--- src/rtl/vreg_wb_sched_if.sv ---
// Bundle of requester, write-port, reservation and hazard-query signals
// between the execute/memory units and the vector register write-back scheduler.
interface vreg_wb_sched_if #(
    parameter int NREQ   = 3,
    parameter int DATA_W = 32,
    parameter int ADDR_W = 5
);
    logic [NREQ-1:0]        req;
    logic [NREQ*ADDR_W-1:0] req_reg;
    logic [NREQ*DATA_W-1:0] req_data;
    logic [NREQ-1:0]        gnt;

    logic                   reg_write;
    logic [ADDR_W-1:0]      write_reg;
    logic [DATA_W-1:0]      write_data;

    logic                   rsv_valid;
    logic [ADDR_W-1:0]      rsv_reg;
    logic                   rsv_stall;

    logic [ADDR_W-1:0]      query_reg1;
    logic [ADDR_W-1:0]      query_reg2;
    logic                   busy1;
    logic                   busy2;

    modport master (
        output req, req_reg, req_data, rsv_valid, rsv_reg, query_reg1, query_reg2,
        input  gnt, reg_write, write_reg, write_data, rsv_stall, busy1, busy2
    );

    modport slave (
        input  req, req_reg, req_data, rsv_valid, rsv_reg, query_reg1, query_reg2,
        output gnt, reg_write, write_reg, write_data, rsv_stall, busy1, busy2
    );
endinterface

--- src/rtl/vreg_wb_sched.sv ---
// Round-robin write-back scheduler for the vector register file write port,
// with a per-register pending scoreboard for RAW/WAW hazard detection.
module vreg_wb_sched #(
    parameter int NREQ   = 3,
    parameter int DATA_W = 32,
    parameter int ADDR_W = 5
) (
    input logic            clk,
    input logic            rst,
    vreg_wb_sched_if.slave bus
);
    localparam int PTR_W = $clog2(NREQ);
    localparam int NREG  = 1 << ADDR_W;
    localparam logic [PTR_W-1:0] LAST_IDX = PTR_W'(NREQ - 1);

    logic [PTR_W-1:0]  rr_ptr_q, rr_ptr_d;
    logic [NREG-1:0]   pending_q, pending_d;
    logic              reg_write_q, reg_write_d;
    logic [ADDR_W-1:0] write_reg_q, write_reg_d;
    logic [DATA_W-1:0] write_data_q, write_data_d;

    logic              gnt_any;
    logic [PTR_W-1:0]  gnt_idx;
    logic [PTR_W:0]    cand;
    logic [NREQ-1:0]   gnt_vec;
    logic [ADDR_W-1:0] sel_reg;
    logic [DATA_W-1:0] sel_data;
    logic              rsv_stall;
    logic              rsv_take;

    // Search starts at rr_ptr and wraps; cand is one bit wider so the wrap is a subtract.
    always_comb begin
        gnt_any = 1'b0;
        gnt_idx = '0;
        cand    = '0;
        for (int k = 0; k < NREQ; k++) begin
            cand = {1'b0, rr_ptr_q} + (PTR_W+1)'(k);
            if (cand >= (PTR_W+1)'(NREQ)) begin
                cand = cand - (PTR_W+1)'(NREQ);
            end
            if (!gnt_any && bus.req[cand[PTR_W-1:0]]) begin
                gnt_any = 1'b1;
                gnt_idx = cand[PTR_W-1:0];
            end
        end
        if (rst) begin
            gnt_any = 1'b0;
        end
    end

    always_comb begin
        gnt_vec  = '0;
        sel_reg  = '0;
        sel_data = '0;
        for (int i = 0; i < NREQ; i++) begin
            if (gnt_any && (gnt_idx == PTR_W'(i))) begin
                gnt_vec[i] = 1'b1;
                sel_reg    = bus.req_reg[i*ADDR_W +: ADDR_W];
                sel_data   = bus.req_data[i*DATA_W +: DATA_W];
            end
        end
    end

    assign rsv_stall = bus.rsv_valid && (bus.rsv_reg != '0) && pending_q[bus.rsv_reg];
    assign rsv_take  = bus.rsv_valid && (bus.rsv_reg != '0) && !pending_q[bus.rsv_reg];

    always_comb begin
        rr_ptr_d     = rr_ptr_q;
        reg_write_d  = 1'b0;
        write_reg_d  = write_reg_q;
        write_data_d = write_data_q;
        if (gnt_any) begin
            rr_ptr_d     = (gnt_idx == LAST_IDX) ? '0 : gnt_idx + PTR_W'(1);
            reg_write_d  = (sel_reg != '0);
            write_reg_d  = sel_reg;
            write_data_d = sel_data;
        end
    end

    // Clear first, then set, so a fresh reservation wins over a retiring write.
    always_comb begin
        pending_d = pending_q;
        if (reg_write_q) begin
            pending_d[write_reg_q] = 1'b0;
        end
        if (rsv_take) begin
            pending_d[bus.rsv_reg] = 1'b1;
        end
        pending_d[0] = 1'b0;
    end

    always_ff @(posedge clk) begin
        if (rst) begin
            rr_ptr_q     <= '0;
            pending_q    <= '0;
            reg_write_q  <= 1'b0;
            write_reg_q  <= '0;
            write_data_q <= '0;
        end else begin
            rr_ptr_q     <= rr_ptr_d;
            pending_q    <= pending_d;
            reg_write_q  <= reg_write_d;
            write_reg_q  <= write_reg_d;
            write_data_q <= write_data_d;
        end
    end

    assign bus.gnt        = gnt_vec;
    assign bus.reg_write  = reg_write_q;
    assign bus.write_reg  = write_reg_q;
    assign bus.write_data = write_data_q;
    assign bus.rsv_stall  = rsv_stall;
    assign bus.busy1      = pending_q[bus.query_reg1];
    assign bus.busy2      = pending_q[bus.query_reg2];
endmodule

--- src/flat_wrapper.sv ---
// flat-port wrapper written by rule: the top's interface ports become plain ports
module vreg_wb_sched_flat 
#(
    parameter int NREQ   = 3,
    parameter int DATA_W = 32,
    parameter int ADDR_W = 5
)
  (clk, rst, bus_req, bus_req_reg, bus_req_data, bus_rsv_valid, bus_rsv_reg, bus_query_reg1, bus_query_reg2, bus_gnt, bus_reg_write, bus_write_reg, bus_write_data, bus_rsv_stall, bus_busy1, bus_busy2);
  vreg_wb_sched_if #(.NREQ(NREQ), .DATA_W(DATA_W), .ADDR_W(ADDR_W)) bus_i ();
  input logic clk;
  input logic rst;
  input wire logic [$bits(bus_i.req)-1:0] bus_req;
  input wire logic [$bits(bus_i.req_reg)-1:0] bus_req_reg;
  input wire logic [$bits(bus_i.req_data)-1:0] bus_req_data;
  input wire logic [$bits(bus_i.rsv_valid)-1:0] bus_rsv_valid;
  input wire logic [$bits(bus_i.rsv_reg)-1:0] bus_rsv_reg;
  input wire logic [$bits(bus_i.query_reg1)-1:0] bus_query_reg1;
  input wire logic [$bits(bus_i.query_reg2)-1:0] bus_query_reg2;
  output wire logic [$bits(bus_i.gnt)-1:0] bus_gnt;
  output wire logic [$bits(bus_i.reg_write)-1:0] bus_reg_write;
  output wire logic [$bits(bus_i.write_reg)-1:0] bus_write_reg;
  output wire logic [$bits(bus_i.write_data)-1:0] bus_write_data;
  output wire logic [$bits(bus_i.rsv_stall)-1:0] bus_rsv_stall;
  output wire logic [$bits(bus_i.busy1)-1:0] bus_busy1;
  output wire logic [$bits(bus_i.busy2)-1:0] bus_busy2;
  assign bus_i.req = bus_req;
  assign bus_i.req_reg = bus_req_reg;
  assign bus_i.req_data = bus_req_data;
  assign bus_i.rsv_valid = bus_rsv_valid;
  assign bus_i.rsv_reg = bus_rsv_reg;
  assign bus_i.query_reg1 = bus_query_reg1;
  assign bus_i.query_reg2 = bus_query_reg2;
  assign bus_gnt = bus_i.gnt;
  assign bus_reg_write = bus_i.reg_write;
  assign bus_write_reg = bus_i.write_reg;
  assign bus_write_data = bus_i.write_data;
  assign bus_rsv_stall = bus_i.rsv_stall;
  assign bus_busy1 = bus_i.busy1;
  assign bus_busy2 = bus_i.busy2;
  vreg_wb_sched #(.NREQ(NREQ), .DATA_W(DATA_W), .ADDR_W(ADDR_W)) u_core (.clk(clk), .rst(rst), .bus(bus_i));
endmodule
--- config.mk ---
export PLATFORM = sky130hd
export DESIGN_NAME = vreg_wb_sched_flat
export DESIGN_NICKNAME = d
export VERILOG_FILES = /design/src/rtl/vreg_wb_sched_if.sv /design/src/rtl/vreg_wb_sched.sv /design/src/flat_wrapper.sv
export SDC_FILE = /design/constraint.sdc
export NUM_CORES = 1
export LEC_CHECK = 0
export CORE_MARGIN = 2
export CORE_UTILIZATION = 47
export DETAILED_ROUTE_END_ITERATION = 10
export PLACE_DENSITY = 0.87
export RECOVER_POWER = 25
export SLEW_MARGIN = 15
export SYNTH_ARGS = -nofsm -noshare
export SYNTH_HDL_FRONTEND = slang
export SYNTH_SLANG_ARGS = --single-unit
--- constraint.sdc ---
create_clock -name clk -period 6.7 [get_ports clk]
set_input_delay 1.34 -clock clk [delete_from_list [all_inputs] [get_ports clk]]
set_output_delay 1.34 -clock clk [all_outputs]
set_load 0.005 [all_outputs]
# Word-level counts from Yosys, hierarchy flattened
# Index checks and enable logic that the tools add are counted.
totals:
  ff_bits: 72
  input_bits: 132
  out_inout_bits: 44
  wordCells: 85
op_classes:
  addsub: 6
  order_cmp: 12
  eq_ne: 2
  n_mux: 38
  n_bitwise: 4
  n_reduce_logical: 17
ops:
  columns: ["cell", "count"]
  rows:
  - ["$mux W32", 5]
  - ["$and A32 B32 Y32", 1]
  - ["$not A32 Y32", 1]
  - ["$or A32 B32 Y32", 1]
  - ["$lt A5 B6 Y1 const B", 4]
  - ["$bmux W1 S5", 3]
  - ["$mux W1", 15]
  - ["$mux W5", 3]
  - ["$mux W2", 7]
  - ["$demux W1 S5", 2]
  - ["$ge A5 B1 Y1 const B", 2]
  - ["$logic_and A1 B1 Y1", 10]
  - ["$reduce_bool A5 Y1", 2]
  - ["$lt A2 B3 Y1 const B", 3]
  - ["$bmux W1 S2", 3]
  - ["$ge A3 B2 Y1 const B", 2]
  - ["$sub A2 B2 Y2 const B", 3]
  - ["$add A2 B1 Y3 const B", 1]
  - ["$add A2 B2 Y3 const B", 1]
  - ["$logic_not A1 Y1", 3]
  - ["$add A2 B1 Y2 const B", 1]
  - ["$eq A2 B1 Y1 const B", 1]
  - ["$eq A2 B2 Y1 const B", 1]
  - ["$ge A2 B2 Y1 const B", 1]
  - ["3 further kinds", 3]

# Depth between registers and ports, before layout
# Gate-level depths: netlist of run 1.
depth:
  ltp_word: 17
  depth_mapped: 11
  ltp_nobuf: 9

# Worst setup path after synthesis of run 1
# Ideal clock, no wire load.
synth_timing:
  path_kind: "input-to-output"
  start: "input bus_query_reg1[0]"
  end: "output bus_busy1"
  arrival_ns: 3.024
  required_time_ns: 5.360
  slack_ns: 2.336
  stages: 4
  path_buffers: 1
  cell_sequence: "clkbuf_1 > mux4_2 > mux4_2 > mux2_2"
synth_via:
  elab_chain_cells: 2
synth_lines:
  columns: ["item", "line", "rtl"]
  rows:
  - ["start: declaration", "flat_wrapper.sv:17", "input wire logic [$bits(bus_i.query_reg1)-1:0] bus_query_reg1;"]
  - ["$bmux W1 S5", "vreg_wb_sched.sv:113", "assign bus.busy1 = pending_q[bus.query_reg1];"]
  - ["$mux W1 (not written as such)", "vreg_wb_sched.sv:113", null]
  - ["end: declaration", "flat_wrapper.sv:24", "output wire logic [$bits(bus_i.busy1)-1:0] bus_busy1;"]
# No other way between the ends. The select of a mux whose other input is x is not followed.

# Worst setup path after layout of run 1
layout_timing:
  start: "input bus_rsv_reg[0]"
  end: "output bus_rsv_stall"
layout_via:
  elab_chain_cells: 3
  elab_cells_between_ends: 5
  cone_classes: "mux (2); reduce/logical (3)"
layout_lines:
  columns: ["item", "line", "rtl"]
  rows:
  - ["start: declaration", "flat_wrapper.sv:16", "input wire logic [$bits(bus_i.rsv_reg)-1:0] bus_rsv_reg;"]
  - ["$bmux W1 S5 or $reduce_bool A5 Y1 (tied branches)", "vreg_wb_sched.sv:64", "assign rsv_stall = bus.rsv_valid && (bus.rsv_reg != '0) && pending_q[bus.rsv_reg];"]
  - ["$mux W1 (not written as such) or $logic_and A1 B1 Y1 (tied branches)", "vreg_wb_sched.sv:64", null]
  - ["$logic_and A1 B1 Y1 *", "vreg_wb_sched.sv:64", null]
  - ["end: declaration", "flat_wrapper.sv:23", "output wire logic [$bits(bus_i.rsv_stall)-1:0] bus_rsv_stall;"]
# Every way passes the cells marked *; elsewhere a longest branch is shown, timed or not. The select of a mux whose other input is x is not followed.

==> results of run 1 <==
## layout by cell type (no fill, tap or decap), drive strengths merged, types with 20 or more instances in the layout
cell type,instances
o2bb2ai,32
dfxtp,71
nor2,46
nand2,66
nand3,20
clkdlybuf4s50,146
dlygate4sd3,28
a21oi,38
o21ai,61
mux4,27
## routing by layer
layer  GRT usage  share of wire
met5           0              0
met4       0.122          0.031
met3      0.0576          0.081
met2       0.568           0.53
met1       0.348           0.36
## power by group through the flow
| stage | logic, uW | clock network, uW | registers, uW |
|---|---|---|---|
| 6_report | 780 | 378 | 575 |
| 5_1_grt | 848 | 397 | 584 |
| 4_1_cts | 794 | 380 | 575 |
| 2_1_floorplan | 447 | 0 | 555 |
| 3_5_place_dp | 787 | 0 | 583 |
| 3_3_place_gp | 768 | 0 | 578 |
## metrics by stage
| stage | worst slack, ns | power, uW | instances |
|---|---|---|---|
| after floorplan | 2.34 | 1000 | 496 |
| after global placement | 1.27 | 1350 | 746 |
| after detailed placement | 1.19 | 1370 | 746 |
| after CTS | 1.19 | 1750 | 762 |
| after global routing | 1.05 | 1830 | 762 |
| final | 1.20 | 1730 | 762 |
## kinds of logic after synthesis
group           after synthesis  synth area share
fa+ha+maj                     4            0.0118
mux                          40             0.176
compound gates              165             0.245
buf+inv                      44            0.0450
simple gates                172             0.188
flops                        71             0.334
## tightest hold or removal path: stages (launching register included)
cell and delay, ns:
dfxtp_1 0.31, nand2_1 0.05, a21oi_1 0.05
## area by class of cell
class	count	area (um2)	area share
clock buffer	9	124	0.0198
clock inverter	7	96.3	0.0154
inverter	5	18.8	0.00300
multi-input combinational	381	2670	0.426
sequential	71	1420	0.227
tap	108	135	0.0216
timing repair buffer	181	1790	0.286
## path summary, 6_finish.rpt
check                                         start  slack (ns)                                      to
max                                  bus_rsv_reg[0]        1.20                           bus_rsv_stall
min          u_core.bus.write_data[15]$_SDFFE_PP0P_        0.45  u_core.bus.write_data[15]$_SDFFE_PP0P_
max reg2reg         u_core.rr_ptr_q[0]$_SDFFE_PP0P_        3.63  u_core.bus.write_data[21]$_SDFFE_PP0P_
min reg2reg  u_core.bus.write_data[15]$_SDFFE_PP0P_        0.45  u_core.bus.write_data[15]$_SDFFE_PP0P_
==> insert_results.sql, run 1 <==
INSERT INTO impl_metrics (metric_group, metric, value, unit) VALUES
('floorplan', 'starting_density_of_the_core', '0.486', ''),
('placement', 'io_buffer_count', '175', ''),
('pwr', 'cellLeakagePower', '0.00224', 'uW'),
('cells_and_area', 'n_fill_cell', '688', ''),
('clock_tree', 'clock_latency', '0.34', 'ns'),
('clock_tree', 'ctsRootBufferMaster', 'clkbuf_8', ''),
('hold_path', 'hold_class', 'reg2reg', ''),
('pwr', 'vdd_ir_drop_max', '134', 'uV'),
('global_routing', 'groute.usage.overall', '0.307', ''),
('synthesis', 'synth_cells', '496', ''),
('placement', 'place_congestion', '0.958', ''),
('pwr', 'p_sw', '662', 'uW'),
('pwr', 'power.share.clock', '0.218', ''),
('synthesis', 'synth_area', '0.00426', 'mm2'),
('synthesis', 'synth.distinct_cells', '46', ''),
('pwr', 'pwr-share-seq', '0.332', ''),
('critical_path', 'cp-start-kind', 'input pin', ''),
('floorplan', 'io-pin-count', '176', ''),
('clock_tree', 'post-cts-setup-buffers', '0', ''),
('global_routing', 'grt_pass1_wl', '23700', 'um'),
('status', 'outcome', 'completed', ''),
('cells_and_area', 'final_design_area_no_fill', '0.00625', 'mm2'),
('critical_path', 'timing.critical_path.buf_inv', '2', ''),
('run', 'number_of_maximum_capacitance_violations', '0', ''),
('placement', 'hpwl', '11400', 'um'),
('synthesis', 'syn-num-nets', '632', ''),
('timing', 'f_max', '182', 'MHz'),
('timing', 'finalHoldViolations', '0', ''),
('timing', 'hold-worst-slack', '0.451', 'ns'),
('cells_and_area', 'antenna_cells', '0', ''),
('floorplan', 'rows', '34', ''),
('synthesis', 'synth.top_cell.area_share', '0.334', ''),
('synthesis', 'synth.most_common_cell', 'dfxtp_1', ''),
('floorplan', 'dieHeight', '99.2', 'um'),
('synthesis', 'ys_ff_latch', '71', ''),
('cells_and_area', 'nets_final', '785', ''),
('timing', 'tightestPinTransition', '1.04', 'ns'),
('timing', 'period_needed', '5.50', 'ns'),
('cells_and_area', 'drive_gt1_frac', '0.0979', ''),
('clock_tree', 'clk_transition_reported_paths', '0.07', 'ns'),
('detailed_routing', 'initialDrtViolationCount', '179', ''),
('timing', 'rsz0062_at_grt', 'false', ''),
('synthesis', 'ys_seq_area_frac', '0.334', ''),
('detailed_routing', 'avgViaCountPerCell', '6.11', ''),
('detailed_routing', 'drt_pre_antenna_iters', '6', ''),
('cells_and_area', 'largest_register_ffs', '32', ''),
('placement', 'dpl_cell_area', '0.00603', 'mm2'),
('critical_path', 'cpMaxStageDelayCell', 'clkdlybuf4s50_1', ''),
('clock_tree', 'cts-resized-gates', '0', ''),
('cells_and_area', 'area_delta_synth_final', '46.9', '%'),
('critical_path', 'worstRegToRegCells', '10', ''),
('detailed_routing', 'antenna_violating_nets_post_route', '0', ''),
('floorplan', 'core_area', '0.00876', 'mm2'),
('pwr', 'sw_frac_of_total', '0.382', ''),
('timing', 'timing_max_transition_violations_final', '0', ''),
('detailed_routing', 'wl_per_cell', '19.7', 'um'),
('floorplan', 'die_width', '99.2', 'um'),
('timing', 'final.period_utilization', '0.820', ''),
('global_routing', 'global_route.overflow_total', '0', ''),
('critical_path', 'timing.critical_path.fanout_max', '15', ''),
('detailed_routing', 'total_number_of_vias', '4658', ''),
('clock_tree', 'cts-root-to-sink-buffers', '2', ''),
('detailed_routing', 'drc', '0', ''),
('pwr', 'cellPowerDensity', '277', 'mW/mm2'),
('hold_path', 'worst_hold_path.num_cells', '2', ''),
('timing', 'finalSetupTns', '0', 'ns'),
('synthesis', 'synth_area_per_cell', '8.58', 'um2'),
('critical_path', 'end_kind', 'output port', ''),
('critical_path', 'path_cells', 'clkdlybuf4s50_1 -> mux2_2 -> a22o_1 -> mux4_2 -> mux2i_2 -> nor2_1 -> clkdlybuf4s50_1', ''),
('synthesis', 'ys_top_cells_by_area', 'dfxtp_1 33%, mux4_2 14%, o2bb2ai_1 6.6%', ''),
('critical_path', 'crit_family', 'buffers and inverters', '');
Power figures use the tool's default switching activity.
==> run 2, diff against run 1 <==
Settings changed: CORE_UTILIZATION 47 to 44, PLACE_DENSITY 0.87 to 0.82.
Clock period 6.7 ns to 5.1 ns, I/O delays scaled along.
==> insert_results.sql, run 2 (synthesized netlist as in run 1, its figures left out) <==
INSERT INTO impl_metrics (metric_group, metric, value, unit) VALUES
('timing', 'hold-worst-slack', '0.449', 'ns'),
('timing', 'setup_skew', '0.00653', 'ns'),
('critical_path', 'cp_data_arrival_time', '3.64', 'ns'),
('critical_path', 'timing.critical_path.fanout_max', '9', ''),
('timing', 'period_needed', '4.66', 'ns'),
('detailed_routing', 'initialDrtViolationCount', '227', ''),
('pwr', 'vdd_ir_drop_max', '217', 'uV'),
('cells_and_area', 'mostFrequentLayoutCells', '146 x clkdlybuf4s50_1, 71 x dfxtp_1, 64 x nand2_1, 46 x nor2_1, 43 x o21ai_0', ''),
('clock_tree', 'clock_tree.htree_level_count', '3', ''),
('clock_tree', 'clk_transition_reported_paths', '0.07', 'ns'),
('pwr', 'total_power', '2250', 'uW'),
('critical_path', 'crit_path_frequent_cell', 'clkdlybuf4s50_1', ''),
('timing', 'finalSetupTns', '0', 'ns'),
('clock_tree', 'post-cts-setup-buffers', '0', ''),
('cells_and_area', 'antenna_cells', '0', ''),
('timing', 'tightestPinTransition', '0.731', 'ns'),
('timing', 'rsz0062_at_grt', 'false', ''),
('critical_path', 'timing.critical_path.buf_inv', '2', ''),
('timing', 'slew_headroom', '0.513', ''),
('status', 'outcome', 'completed', ''),
('timing', 'finalHoldViolations', '0', ''),
('timing', 'setup_viol_count_final', '0', ''),
('placement', 'post-place-cells', '770', ''),
('pwr', 'cellLeakagePower', '0.00224', 'uW'),
('cells_and_area', 'finish.cell_count_without_fillers', '786', ''),
('cells_and_area', 'largest_register_ffs', '32', ''),
('clock_tree', 'clkSinkCount', '71', ''),
('floorplan', 'io-pin-count', '176', ''),
('detailed_routing', 'drt_pre_antenna_iters', '5', ''),
('timing', 'setup_slack', '0.441', 'ns'),
('detailed_routing', 'antenna_violating_nets_post_route', '0', ''),
('cells_and_area', 'nets_final', '788', ''),
('floorplan', 'starting_density_of_the_core', '0.456', ''),
('critical_path', 'cp-start-kind', 'input pin', ''),
('critical_path', 'path_cells', 'clkdlybuf4s50_1 -> mux2_2 -> a22o_1 -> mux4_2 -> mux2i_2 -> nor2_1 -> clkdlybuf4s50_1', ''),
('floorplan', 'die_width', '102', 'um'),
('clock_tree', 'number_of_cts_inserted_buffers', '9', ''),
('floorplan', 'core_area', '0.00933', 'mm2'),
('detailed_routing', 'avgViaCountPerCell', '5.81', ''),
('global_routing', 'grt_max_degree', '44', ''),
('global_routing', 'grt_pass1_vias', '4489', ''),
('placement', 'hpwl', '11100', 'um'),
('hold_path', 'hold_class', 'reg2reg', ''),
('cells_and_area', 'most_common_cell_after_layout_fill_and_taps_aside', 'clkdlybuf4s50_1', ''),
('placement', 'place_congestion', '0.923', ''),
('placement', 'post-place-ws', '0.428', 'ns'),
('floorplan', 'overall_die_area', '0.0105', 'mm2'),
('timing', 'f_max', '215', 'MHz'),
('clock_tree', 'cts-resized-gates', '0', ''),
('detailed_routing', 'drc', '0', ''),
('global_routing', 'grt_antenna_before_repair', '0', ''),
('run', 'number_of_maximum_capacitance_violations', '0', ''),
('cells_and_area', 'area_delta_synth_final', '47.7', '%'),
('clock_tree', 'ctsRootBufferMaster', 'clkbuf_8', ''),
('critical_path', 'end_kind', 'output port', ''),
('detailed_routing', 'postRouteWirelength', '14500', 'um'),
('critical_path', 'crit_family', 'buffers and inverters', ''),
('timing', 'final.period_utilization', '0.914', ''),
('floorplan', 'rows', '35', ''),
('clock_tree', 'clock_latency', '0.35', 'ns'),
('clock_tree', 'post_cts_hold_buffer_count', '0', ''),
('global_routing', 'groute.usage.overall', '0.275', ''),
('critical_path', 'cpMaxStageDelayCell', 'clkdlybuf4s50_1', ''),
('clock_tree', 'cts_tree', 'built', ''),
('floorplan', 'dieHeight', '102', 'um'),
('critical_path', 'cp_slowest_stage_delay', '0.80', 'ns'),
('pwr', 'cellPowerDensity', '358', 'mW/mm2'),
('placement', 'io_buffer_count', '175', ''),
('critical_path', 'path_class', 'in2out', ''),
('detailed_routing', 'wl_per_cell', '18.4', 'um'),
('global_routing', 'grt_pass1_wl', '22300', 'um'),
('clock_tree', 'cts-root-to-sink-buffers', '2', ''),
('global_routing', 'global_route.overflow_total', '0', ''),
('cells_and_area', 'drive_gt1_frac', '0.0974', ''),
('critical_path', 'timing.critical_path.required', '4.08', 'ns'),
('detailed_routing', 'total_number_of_vias', '4567', ''),
('timing', 'timing_max_transition_violations_final', '0', '');
-- run 2: changes by cell type in the layout (fill, tap and decap cells not counted) --
cell and change:
inv_6 -1, clkinv_4 -2, clkbuf_1 +3, buf_4 +3
-- run 2: power by group --
part	total [uW]	internal (uW)	switching (uW)	leakage, uW
logic	1020	481	542	0.00156
clock network	477	274	203	0.000104
registers	752	654	98.3	0.000579
-- run 2: path summary, 6_finish.rpt --
| check | start | end | slack [ns] | depth (start not counted) |
|---|---|---|---|---|
| worst max-delay path | bus_rsv_reg[0] | bus_rsv_stall | 0.44 | 7 |
| worst min-delay path | u_core.bus.write_data[23]$_SDFFE_PP0P_ | u_core.bus.write_data[23]$_SDFFE_PP0P_ | 0.45 | 2 |
| worst max register to register | u_core.rr_ptr_q[0]$_SDFFE_PP0P_ | u_core.bus.write_reg[2]$_SDFFE_PP0P_ | 2.27 | 9 |
| worst min register to register | u_core.bus.write_data[23]$_SDFFE_PP0P_ | u_core.bus.write_data[23]$_SDFFE_PP0P_ | 0.45 | 2 |
-- run 2: worst reg2reg max path: cells and delay by family (launching register included) --
family | cells | cell delay, ns
simple gates | 3 | 0.92
buf+inv | 2 | 0.43
compound gates | 1 | 0.17
mux | 2 | 0.43
fa+ha+maj | 1 | 0.37
flops | 1 | 0.38
-- run 2: metal layers --
layer / routed length, um / global-route usage / up-vias
met1: 5520 / 0.331 / 2144
met5: 0 / 0 / -
met4: 404 / 0.106 / 0
met3: 1100 / 0.0520 / 34
li1: - / - / 2143
met2: 7450 / 0.487 / 246
-- run 2: through the flow --
| stage | util | area, um2 |
|---|---|---|
| 6_report | 0.674 | 6290 |
| 3_5_place_dp | 0.652 | 6080 |
| 4_1_cts | 0.674 | 6290 |
| 5_1_grt | 0.674 | 6290 |
| 2_1_floorplan | - | 4260 |
| 3_3_place_gp | 0.652 | 6080 |
-- run 2: final cells by class --
class                      instances  area (um2)
inverter                           5        18.8
timing repair buffer             184        1810
multi-input combinational        381        2670
fill                             778        3040
sequential                        71        1420
clock inverter                     4        70.1
tap                              129         161
clock buffer                      12         135
==> run 3, diff against run 2 <==
Settings changed: CTS_CLUSTER_DIAMETER from default to 200.
==> results of run 3 <==
Same layout as run 2: the final DEF is identical, and so are final timing and power.
